===== src/rtl/axis_pkg.sv =====
// Shared types and constants for the AXI-Stream packet FIFO.
// Beat layout and pointer-width helper used by the FIFO and its bench.
package axis_pkg;

    localparam int AXIS_DATA_W = 8;

    typedef struct packed {
        logic                   last;
        logic [AXIS_DATA_W-1:0] data;
    } axis_beat_t;

    function automatic int axis_clog2(input int n);
        return $clog2(n);
    endfunction

endpackage


===== src/rtl/axis_fifo_mem.sv =====
// FIFO storage: register array, one write port, async read port.
// Storage is deliberately left unreset; the FIFO masks it when empty.
module axis_fifo_mem #(
    parameter int W     = 9,
    parameter int DEPTH = 16,
    parameter int AW    = 4
) (
    input  logic          clk_i,
    input  logic          we_i,
    input  logic [AW-1:0] waddr_i,
    input  logic [W-1:0]  wdata_i,
    input  logic [AW-1:0] raddr_i,
    output logic [W-1:0]  rdata_o
);

    logic [W-1:0] mem_q [DEPTH];

    // Write the accepted beat into its slot.
    always_ff @(posedge clk_i) begin
        if (we_i) begin
            mem_q[waddr_i] <= wdata_i;
        end
    end

    assign rdata_o = mem_q[raddr_i];

endmodule


===== src/rtl/axis_pkt_fifo.sv =====
// FWFT AXI-Stream FIFO with packet count and stall watchdog.
// Ready/valid come only from registered pointers; no through paths.
module axis_pkt_fifo
    import axis_pkg::*;
#(
    parameter  int DATA_W = AXIS_DATA_W,
    parameter  int DEPTH  = 16,
    localparam int AW     = axis_clog2(DEPTH)
) (
    input  logic              ACLK,
    input  logic              ARESETn,
    input  logic [DATA_W-1:0] S_TDATA,
    input  logic              S_TVALID,
    input  logic              S_TLAST,
    output logic              S_TREADY,
    output logic [DATA_W-1:0] M_TDATA,
    output logic              M_TVALID,
    output logic              M_TLAST,
    input  logic              M_TREADY,
    output logic [AW:0]       FILL,
    output logic [AW:0]       PKT_CNT,
    output logic              OVF_ERR
);

    localparam logic [AW:0] ONE       = {{AW{1'b0}}, 1'b1};
    localparam logic [AW:0] DEPTH_V   = (AW+1)'(DEPTH);
    localparam logic [AW:0] STALL_MAX = (AW+1)'(DEPTH + 1);

    logic [AW:0]     wr_ptr_q, wr_ptr_d;
    logic [AW:0]     rd_ptr_q, rd_ptr_d;
    logic [AW:0]     fill_q, fill_d;
    logic [AW:0]     pkt_q, pkt_d;
    logic [AW:0]     stall_q, stall_d;
    logic            ovf_q, ovf_d;
    logic            empty, full, push, pop;
    logic            pkt_inc, pkt_dec;
    logic [DATA_W:0] wr_word, rd_word;

    assign empty = (wr_ptr_q == rd_ptr_q);
    assign full  = (wr_ptr_q[AW] != rd_ptr_q[AW]) &&
                   (wr_ptr_q[AW-1:0] == rd_ptr_q[AW-1:0]);

    assign push    = S_TVALID & ~full;
    assign pop     = ~empty & M_TREADY;
    assign wr_word = {S_TLAST, S_TDATA};
    assign pkt_inc = push & S_TLAST;
    assign pkt_dec = pop & rd_word[DATA_W];

    axis_fifo_mem #(
        .W     (DATA_W + 1),
        .DEPTH (DEPTH),
        .AW    (AW)
    ) u_mem (
        .clk_i   (ACLK),
        .we_i    (push),
        .waddr_i (wr_ptr_q[AW-1:0]),
        .wdata_i (wr_word),
        .raddr_i (rd_ptr_q[AW-1:0]),
        .rdata_o (rd_word)
    );

    // Next-state for pointers, occupancy, packet count and watchdog.
    always_comb begin
        wr_ptr_d = wr_ptr_q;
        rd_ptr_d = rd_ptr_q;
        fill_d   = fill_q;
        pkt_d    = pkt_q;
        stall_d  = '0;
        if (push) wr_ptr_d = wr_ptr_q + ONE;
        if (pop)  rd_ptr_d = rd_ptr_q + ONE;
        unique case ({push, pop})
            2'b10:   fill_d = fill_q + ONE;
            2'b01:   fill_d = fill_q - ONE;
            default: fill_d = fill_q;
        endcase
        unique case ({pkt_inc, pkt_dec})
            2'b10:   pkt_d = pkt_q + ONE;
            2'b01:   pkt_d = pkt_q - ONE;
            default: pkt_d = pkt_q;
        endcase
        if (S_TVALID && full) begin
            stall_d = (stall_q == STALL_MAX) ? stall_q : stall_q + ONE;
        end
        ovf_d = ovf_q | (stall_d > DEPTH_V);
    end

    // State registers, cleared asynchronously.
    always_ff @(posedge ACLK or negedge ARESETn) begin
        if (!ARESETn) begin
            wr_ptr_q <= '0;
            rd_ptr_q <= '0;
            fill_q   <= '0;
            pkt_q    <= '0;
            stall_q  <= '0;
            ovf_q    <= 1'b0;
        end else begin
            wr_ptr_q <= wr_ptr_d;
            rd_ptr_q <= rd_ptr_d;
            fill_q   <= fill_d;
            pkt_q    <= pkt_d;
            stall_q  <= stall_d;
            ovf_q    <= ovf_d;
        end
    end

    assign S_TREADY = ~full;
    assign M_TVALID = ~empty;
    assign M_TDATA  = empty ? '0 : rd_word[DATA_W-1:0];
    assign M_TLAST  = ~empty & rd_word[DATA_W];
    assign FILL     = fill_q;
    assign PKT_CNT  = pkt_q;
    assign OVF_ERR  = ovf_q;

endmodule


===== config.mk =====
export PLATFORM = sky130hd
export DESIGN_NAME = axis_pkt_fifo
export DESIGN_NICKNAME = d
export VERILOG_FILES = /design/src/rtl/axis_pkg.sv /design/src/rtl/axis_fifo_mem.sv /design/src/rtl/axis_pkt_fifo.sv
export SDC_FILE = /design/constraint.sdc
export NUM_CORES = 1
export LEC_CHECK = 0
export CORE_MARGIN = 4
export CORE_UTILIZATION = 54
export DETAILED_ROUTE_END_ITERATION = 8
export PLACE_DENSITY = 0.79
export SLEW_MARGIN = 10
export SYNTH_ARGS = -nofsm -noshare
export SYNTH_HDL_FRONTEND = slang
export SYNTH_HIERARCHICAL = 1
export SYNTH_SLANG_ARGS = --single-unit

===== constraint.sdc =====
create_clock -name ACLK -period 3.3 [get_ports ACLK]
set_input_delay 0.66 -clock ACLK [delete_from_list [all_inputs] [get_ports ACLK]]
set_output_delay 0.66 -clock ACLK [all_outputs]
set_load 0.02 [all_outputs]

==> out/qor.tcl, run 1 <==
set qor(design.core.area_sq_um) 12820
set qor(post_drt_wl_per_cell_microns) 22.16
set qor(postSynthRegisterBits) 170
set qor(slew_of_the_pin_with_the_lowest_slew_margin_ns) 0.6436
set qor(critPathRequiredTime_ns) 2.64
set qor(mostFrequentLayoutCells) {144 x edfxtp_1, 37 x buf_4, 25 x dfrtp_1, 25 x clkdlybuf4s50_1}
set qor(netlist_area_sq_um) 7214
set qor(final_layout_size_suffix_gt1_share_pct) 22.00
set qor(regToRegStartpoint) {rd_ptr_q[0]}
set qor(cts_sinks) 170
set qor(timing.max_slew.rel_slack_pct) 56.96
set qor(power.density_nw_per_um2) 926.5
set qor(average_instance_area_after_synthesis_sq_um) 18.08
set qor(power.switching_fraction_pct) 33.38
set qor(synthFlopType) {edfxtp_1}
set qor(synth_sequential_area_ratio_pct) 68.96
set qor(yosys-top-cells-area) {edfxtp_1 60%, dfrtp_1 9.0%, mux4_2 6.6%}
set qor(seq_power_share_pct) 36.2
set qor(fin_tns_setup_ns) 0
set qor(cts_hold_buffers) 0
set qor(worst-setup-path-type) {register to output pin}
set qor(final-hold-violation-count) 0
set qor(ys.warnings.count) 6
set qor(post-synth-top-area-cell) {edfxtp_1}
set qor(dpl_worst_slack_ns) 0.1306
set qor(die_width_microns) 123.6
set qor(io_pins) 35
set qor(post-route-worst-setup-slack_ns) 0.1464
set qor(antenna-diode-count) 0
set qor(worstSetupStartpointType) {register}
set qor(area_of_the_die_sq_um) 15270
set qor(drt-total-wl_mm) 14.69
set qor(power.ir.vdd_worst_mv) 0.6717
set qor(die-height_microns) 123.6
set qor(ant_nets) 0
set qor(routabilityCongestion) 0.8286
set qor(clockBufferDepth) 2
set qor(cellLeakagePower_nw) 3.108
set qor(outcome) {finished clean}
set qor(power_frac_comb_pct) 38.2
set qor(floorplan.rows) 41
set qor(final_period_demand_of_the_worst_path_ns) 3.154
set qor(drt-pass1-iter-count) 4
set qor(nets_finish) 504
set qor(globalRoute.totalOverflow) 0
set qor(tritoncts) {done}
set qor(post-route-period-util_pct) 95.56
set qor(grt_setup_unrepaired) {no}
set qor(tritoncts.num_buffers) 17
set qor(edff_count_synth) 144
set qor(initial_utilization_pct) 56.25
set qor(vias) 3829
set qor(cp-startpoint) {rd_ptr_q[0]}
set qor(syn_to_final_growth_pct) 19.60
set qor(finClkSkew_ns) 0.009124
set qor(grt_max_degree) 30
set qor(worst_r2r_endpoint) {PKT_CNT[4]}
set qor(synth_top_area_share_pct) 59.94
set qor(layout.core_utilization_pct) 67.28
set qor(fmax_mhz) 317.1
set qor(cts-htree-levels) 4
set qor(power_frac_clock_pct) 25.6
set qor(synth_fp_nets) 425
set qor(seq_area_sq_um) 4976
set qor(synth_async_sr_flop_share_pct) 15.29
set qor(yosys.cell_types.count) 50
set qor(wire_length_of_the_first_global_routing_pass_mm) 22.58
set qor(clk_pin_slew_ns) 0.06
set qor(detail_route.drc_violations) 0
set qor(filler_cell_count) 842
set qor(cts.root.buffer_cell) {clkbuf_16}
set qor(setup.reg_to_reg.worst_slack_ns) 0.17
set qor(cp-end-kind) {output pin}
set qor(drt_iter0_drc) 280
set qor(antenna_found_initial) 0
set qor(grtUsageTotal_pct) 20.83
set qor(via_count_of_the_first_global_routing_pass) 4094
set qor(critical_path_peak_fanout) 14
set qor(hold_ws_ns) 0.4680
set qor(ff2ff_path_depth) 12
set qor(maxCapViolCount) 0
set qor(cp.arrival_ns) 2.49
set qor(timing.hold.worst.class) {register to register}
set qor(p_int_mw) 5.326
set qor(numPlacedInstances) 624
set qor(place.port_buffers) 34
set qor(clk_latency_ns) 0.42
set qor(cp-endpoint) {M_TDATA[4]}
set qor(setup-violations-final) 0
set qor(multi_input_comb_area_sq_um) 2112
set qor(dpl.hpwl_mm) 9.280
set qor(final_common_cell) {edfxtp_1}
set qor(power.net_switching_mw) 2.668
set qor(detail_route.vias_per_cell) 5.775
set qor(post_synth_inst_count) 399
set qor(final-instance-count-excl-fill) 663
set qor(final-max-slew-violation-count) 0
metal layers:
layer,wire (microns),share of wire (%),track usage [%],up-vias
met4,314,2.1,7.266,0
met1,5716,39,25.77,1933
met2,7572,52,35.72,134
met3,1088,7.4,5.404,19
li1,-,-,-,1743
met5,0,0,0,-
flip-flops by register name (all words and copies together) (netlist names):
signal / flops
FILL: 5
PKT_CNT: 5
stall_q: 5
rd_ptr_q: 5
wr_ptr_q: 5
OVF_ERR: 1
u_mem/mem_q: 144
power by group through the flow:
stage	combinational (mW)	sequential, mW	clock (mW)
final	3.05	2.90	2.04
after floorplan	1.92	2.96	0
after CTS	3.07	2.89	2.07
after detailed placement	3.04	2.95	0
after global routing	3.29	2.93	2.17
after global placement	2.95	2.92	0
metrics by stage:
step	power, mW	area, sq um
6_report	7.994	8628
5_1_grt	8.400	8628
4_1_cts	8.037	8612
3_5_place_dp	5.985	7943
3_3_place_gp	5.871	7943
2_1_floorplan	4.883	7214
critical path: stages (launching register included):
cell,delay (ns)
dfrtp_2,0.48
buf_12,0.20
mux4_1,0.57
a22oi_1,0.23
nand2_1,0.12
and2_1,0.16
dlygate4sd2_1,0.32
worst min path at each step:
stage	from	end	cells after the start
floorplan	ARESETn	FILL[0]	0
global placement	OVF_ERR	OVF_ERR	2
CTS	OVF_ERR	OVF_ERR	2
finish	OVF_ERR	OVF_ERR	2
detailed placement	OVF_ERR	OVF_ERR	2
global route	PKT_CNT[4]	PKT_CNT[4]	1
Yosys cell counts (all sizes together) (2+ instances only):
| cell | count |
|---|---|
| a22oi | 18 |
| dfrtp | 26 |
| nor2b | 3 |
| o21ai | 5 |
| a21o | 2 |
| a21oi | 10 |
| and2 | 12 |
| nand4 | 4 |
| ha | 12 |
| mux2 | 5 |
| nor3 | 6 |
| buf | 8 |
| nand3 | 4 |
| nor2 | 21 |
| nand2 | 18 |
| inv | 3 |
| edfxtp | 144 |
| xnor2 | 7 |
| a21boi | 2 |
| nand2b | 4 |
| mux4 | 36 |
| nand3b | 2 |
| o21a | 2 |
| xor2 | 21 |
| clkbuf | 7 |
repair_timing:
action                                  in CTS  in global routing
buffers inserted                             7                  0
cloned                                       0                  0
endpoints found under the setup margin       9                  2
endpoints found under the hold margin        0                  0
resized for setup                            9                  4
cells by family after synthesis:
family | Yosys count | share of synthesized area, %
AOI/OAI and AO/OA | 45 | 4.388
muxes | 42 | 12.94
adders and majority gates | 13 | 2.359
and+or+nand+nor | 82 | 6.018
buffers and inverters | 19 | 1.942
xor gates and xnor gates | 28 | 3.399
DFF | 170 | 68.96
layout make-up:
class / count / share of cell area (%)
well taps: 172 / 2.494
multi-input cells: 210 / 24.48
clock buffers: 17 / 4.930
flip-flops and latches: 170 / 57.67
clock inverters: 15 / 2.161
inverters: 3 / 0.1305
repair buffers: 76 / 8.135
No activity file was read; power rests on OpenSTA's default activity.
==> inputs of run 2 (changes only) <==
--- a/config.mk
+++ b/config.mk
@@ -7,6 +7,7 @@
 export LEC_CHECK = 0
 export CORE_MARGIN = 4
 export CORE_UTILIZATION = 54
+export CTS_CLUSTER_DIAMETER = 40
 export DETAILED_ROUTE_END_ITERATION = 8
 export PLACE_DENSITY = 0.79
 export SLEW_MARGIN = 10
==> results of run 2 <==
Same layout as run 1: the final DEF is identical, and so are final timing and power.
==> inputs of run 3 (changes only) <==
--- a/config.mk
+++ b/config.mk
@@ -10,6 +10,7 @@
 export CTS_CLUSTER_DIAMETER = 40
 export DETAILED_ROUTE_END_ITERATION = 8
 export PLACE_DENSITY = 0.79
+export REMOVE_ABC_BUFFERS = 1
 export SLEW_MARGIN = 10
 export SYNTH_ARGS = -nofsm -noshare
 export SYNTH_HDL_FRONTEND = slang
==> run 3 against run 2 <==
First-iteration DRC count rose by 29%. Register-to-register slack barely moved. Wire length fell by 2.7%. Flip-flop and latch count did not move. Cell count fell by 0.90%. Power fell by 1.6%. Fmax fell by 1.5%. Combinational power fell by 2%. Count of clock-buffer cells in the layout rose by 3. Critical path type unchanged. Critical endpoint is now M_TDATA[1]. Largest power group unchanged.
==> out/qor.tcl, run 3 (synthesized netlist as in run 1, its figures left out) <==
set qor(wire_length_of_the_first_global_routing_pass_mm) 22.74 ;# was 22.58 mm
set qor(power.ir.vdd_worst_mv) 0.5668 ;# was 0.6717 mV
set qor(design.core.area_sq_um) 12820 ;# unchanged
set qor(power.switching_fraction_pct) 33.14 ;# was 33.38%
set qor(timing.max_slew.rel_slack_pct) 61.85 ;# was 56.96%
set qor(clockBufferDepth) 2 ;# unchanged
set qor(power_frac_comb_pct) 37.9 ;# was 38.2%
set qor(final-hold-violation-count) 0 ;# unchanged
set qor(cellLeakagePower_nw) 3.057 ;# was 3.108 nW
set qor(detail_route.drc_violations) 0 ;# unchanged
set qor(slew_of_the_pin_with_the_lowest_slew_margin_ns) 0.5705 ;# was 0.6436 ns
set qor(final_layout_size_suffix_gt1_share_pct) 20.82 ;# was 22.00%
set qor(mostFrequentLayoutCells) {144 x edfxtp_1, 35 x buf_4, 25 x clkdlybuf4s50_1, 24 x dfrtp_1} ;# was 144 x edfxtp_1, 37 x buf_4, 25 x dfrtp_1, 25 x clkdlybuf4s50_1
set qor(clk_pin_slew_ns) 0.06 ;# about the same
set qor(vias) 3862 ;# was 3829
set qor(regToRegStartpoint) {rd_ptr_q[0]} ;# unchanged
set qor(summed_area_of_non_filler_cells_in_the_final_layout_sq_um) 8544 ;# was 8628 sq um
set qor(seq_power_share_pct) 37.2 ;# was 36.2%
set qor(detail_route.vias_per_cell) 5.878 ;# was 5.775
set qor(worstSetupStartpointType) {register} ;# unchanged
set qor(flip_flop_count_of_the_largest_register_after_layout) 144 ;# unchanged
set qor(timing.hold.worst.class) {register to register} ;# unchanged
set qor(clk_latency_ns) 0.42 ;# about the same
set qor(cts_hold_buffers) 0 ;# unchanged
set qor(critPathRequiredTime_ns) 2.64 ;# about the same
set qor(initial_utilization_pct) 56.25 ;# unchanged
set qor(dpl_cell_area_sq_um) 7930 ;# was 7943 sq um
set qor(post_drt_wl_per_cell_microns) 21.76 ;# was 22.16 microns
set qor(regMostFlops) {u_mem/mem_q} ;# unchanged
set qor(tritoncts.num_buffers) 17 ;# unchanged
set qor(p_int_mw) 5.260 ;# was 5.326 mW
set qor(outcome) {finished clean} ;# unchanged
set qor(cts_sinks) 170 ;# unchanged
set qor(drt_iter0_drc) 361 ;# was 280
set qor(grtUsageTotal_pct) 20.70 ;# was 20.83%
set qor(floorplan.rows) 41 ;# unchanged
set qor(power_frac_clock_pct) 24.9 ;# was 25.6%
set qor(routabilityCongestion) 0.7973 ;# was 0.8286
set qor(fmax_mhz) 312.4 ;# was 317.1 MHz
set qor(worst-setup-path-type) {register to output pin} ;# unchanged
set qor(ant_nets) 0 ;# unchanged
set qor(globalRoute.totalOverflow) 0 ;# unchanged
set qor(io_pins) 35 ;# unchanged
set qor(critical_path_peak_fanout) 16 ;# was 14
set qor(dpl.hpwl_mm) 9.265 ;# was 9.280 mm
set qor(final-max-slew-violation-count) 0 ;# unchanged
set qor(cts-htree-levels) 4 ;# unchanged
set qor(place.port_buffers) 34 ;# unchanged
set qor(area_of_the_die_sq_um) 15270 ;# unchanged
set qor(antenna_found_initial) 0 ;# unchanged
set qor(finClkSkew_ns) 0.006371 ;# was 0.009124 ns
set qor(die-height_microns) 123.6 ;# unchanged
set qor(final_period_demand_of_the_worst_path_ns) 3.201 ;# was 3.154 ns
set qor(cts.root.buffer_cell) {clkbuf_16} ;# unchanged
set qor(via_count_of_the_first_global_routing_pass) 4002 ;# was 4094
set qor(hold_ws_ns) 0.4732 ;# was 0.4680 ns
set qor(cp-end-kind) {output pin} ;# unchanged
set qor(cp-startpoint) {rd_ptr_q[0]} ;# unchanged
set qor(maxCapViolCount) 0 ;# unchanged
set qor(power.density_nw_per_um2) 920.8 ;# was 926.5 nW/um^2
set qor(final_common_cell) {edfxtp_1} ;# unchanged
set qor(power.net_switching_mw) 2.607 ;# was 2.668 mW
set qor(post-route-period-util_pct) 97.00 ;# was 95.56%
set qor(nets_finish) 500 ;# was 504
set qor(die_width_microns) 123.6 ;# unchanged
set qor(grt_setup_unrepaired) {no} ;# unchanged
set qor(worst_hold_startpoint) {OVF_ERR} ;# unchanged
set qor(tritoncts) {done} ;# unchanged
set qor(drt-total-wl_mm) 14.30 ;# was 14.69 mm
set qor(setup-violations-final) 0 ;# unchanged
set qor(cp.arrival_ns) 2.54 ;# was 2.49 ns
set qor(filler_cell_count) 841 ;# was 842
set qor(drt-pass1-iter-count) 5 ;# was 4
set qor(syn_to_final_growth_pct) 18.44 ;# was 19.60%
set qor(grt_max_degree) 27 ;# was 30
set qor(antenna-diode-count) 0 ;# unchanged
## run 3: cell count changes in the layout (fill, tap and decap cells not counted), sizes merged
cell | before | now
dlygate4sd2 | 8 | 9
clkbuf | 17 | 21
buf | 42 | 37
dlymetal6s2s | 1 | 0
inv | 9 | 6
clkinvlp | 3 | 1
## run 3: final timing paths
check                           slack [ns]  depth (start not counted)           to
worst max-delay path                   0.1                          6   M_TDATA[1]
worst min-delay path                  0.47                          2      OVF_ERR
worst max register to register        0.17                         12   PKT_CNT[4]
worst min register to register        0.47                          2      OVF_ERR
max in group asynchronous             2.39                          2  rd_ptr_q[0]
min in group asynchronous             0.63                          2      FILL[0]
## run 3: metrics by stage
step | power (mW) | TNS, ns | std cells | utilization (%) | setup WS, ns
2_1_floorplan | 4.757 | -23.36 | 383 | - | -1.201
5_1_grt | 8.299 | 0 | 657 | 66.62 | 0.001845
4_1_cts | 7.901 | 0 | 657 | 66.55 | 0.06078
3_3_place_gp | 5.863 | 0 | 624 | 61.83 | 0.2037
6_report | 7.868 | 0 | 657 | 66.62 | 0.09896
3_5_place_dp | 5.973 | 0 | 624 | 61.83 | 0.09124
## run 3: timing repair
item | in CTS | in global routing
endpoints found under the setup margin | 9 | 1
pin swaps | 0 | 0
resized for setup | 14 | 2
setup buffers | 3 | 0
## run 3: worst max-delay path: stages (launching register included)
cell	delay [ns]
dfrtp_4	0.49
buf_12	0.20
mux4_1	0.56
a22oi_1	0.28
nand2_1	0.11
and2_1	0.16
dlygate4sd2_1	0.32
## run 3: power groups by stage
stage               clock [mW]  combinational [mW]  sequential (mW)
global route              2.10                3.24             2.96
global placement             0                2.92             2.95
detailed placement           0                3.00             2.98
CTS                       1.99                2.99             2.92
finish                    1.96                2.98             2.92
floorplan                    0                1.66             3.10
## run 3: routing by layer
layer / track usage, % / part of all wire [%] / vias up
met5: 0 / 0 / -
met4: 6.574 / 1.7 / 0
met3: 5.631 / 6.9 / 20
met2: 34.54 / 52 / 149
met1: 26.65 / 39 / 1951
li1: - / - / 1742
## run 3: final cells by class
class	count	area (sq um)	area share, %
Clock buffer	20	436.7	5.111
Clock inverter	10	142.6	1.669
Inverter	3	11.26	0.1318
Multi-Input combinational cell	210	2120	24.81
Sequential cell	170	4980	58.28
Tap cell	172	215.2	2.519
Timing Repair Buffer	72	639.4	7.483
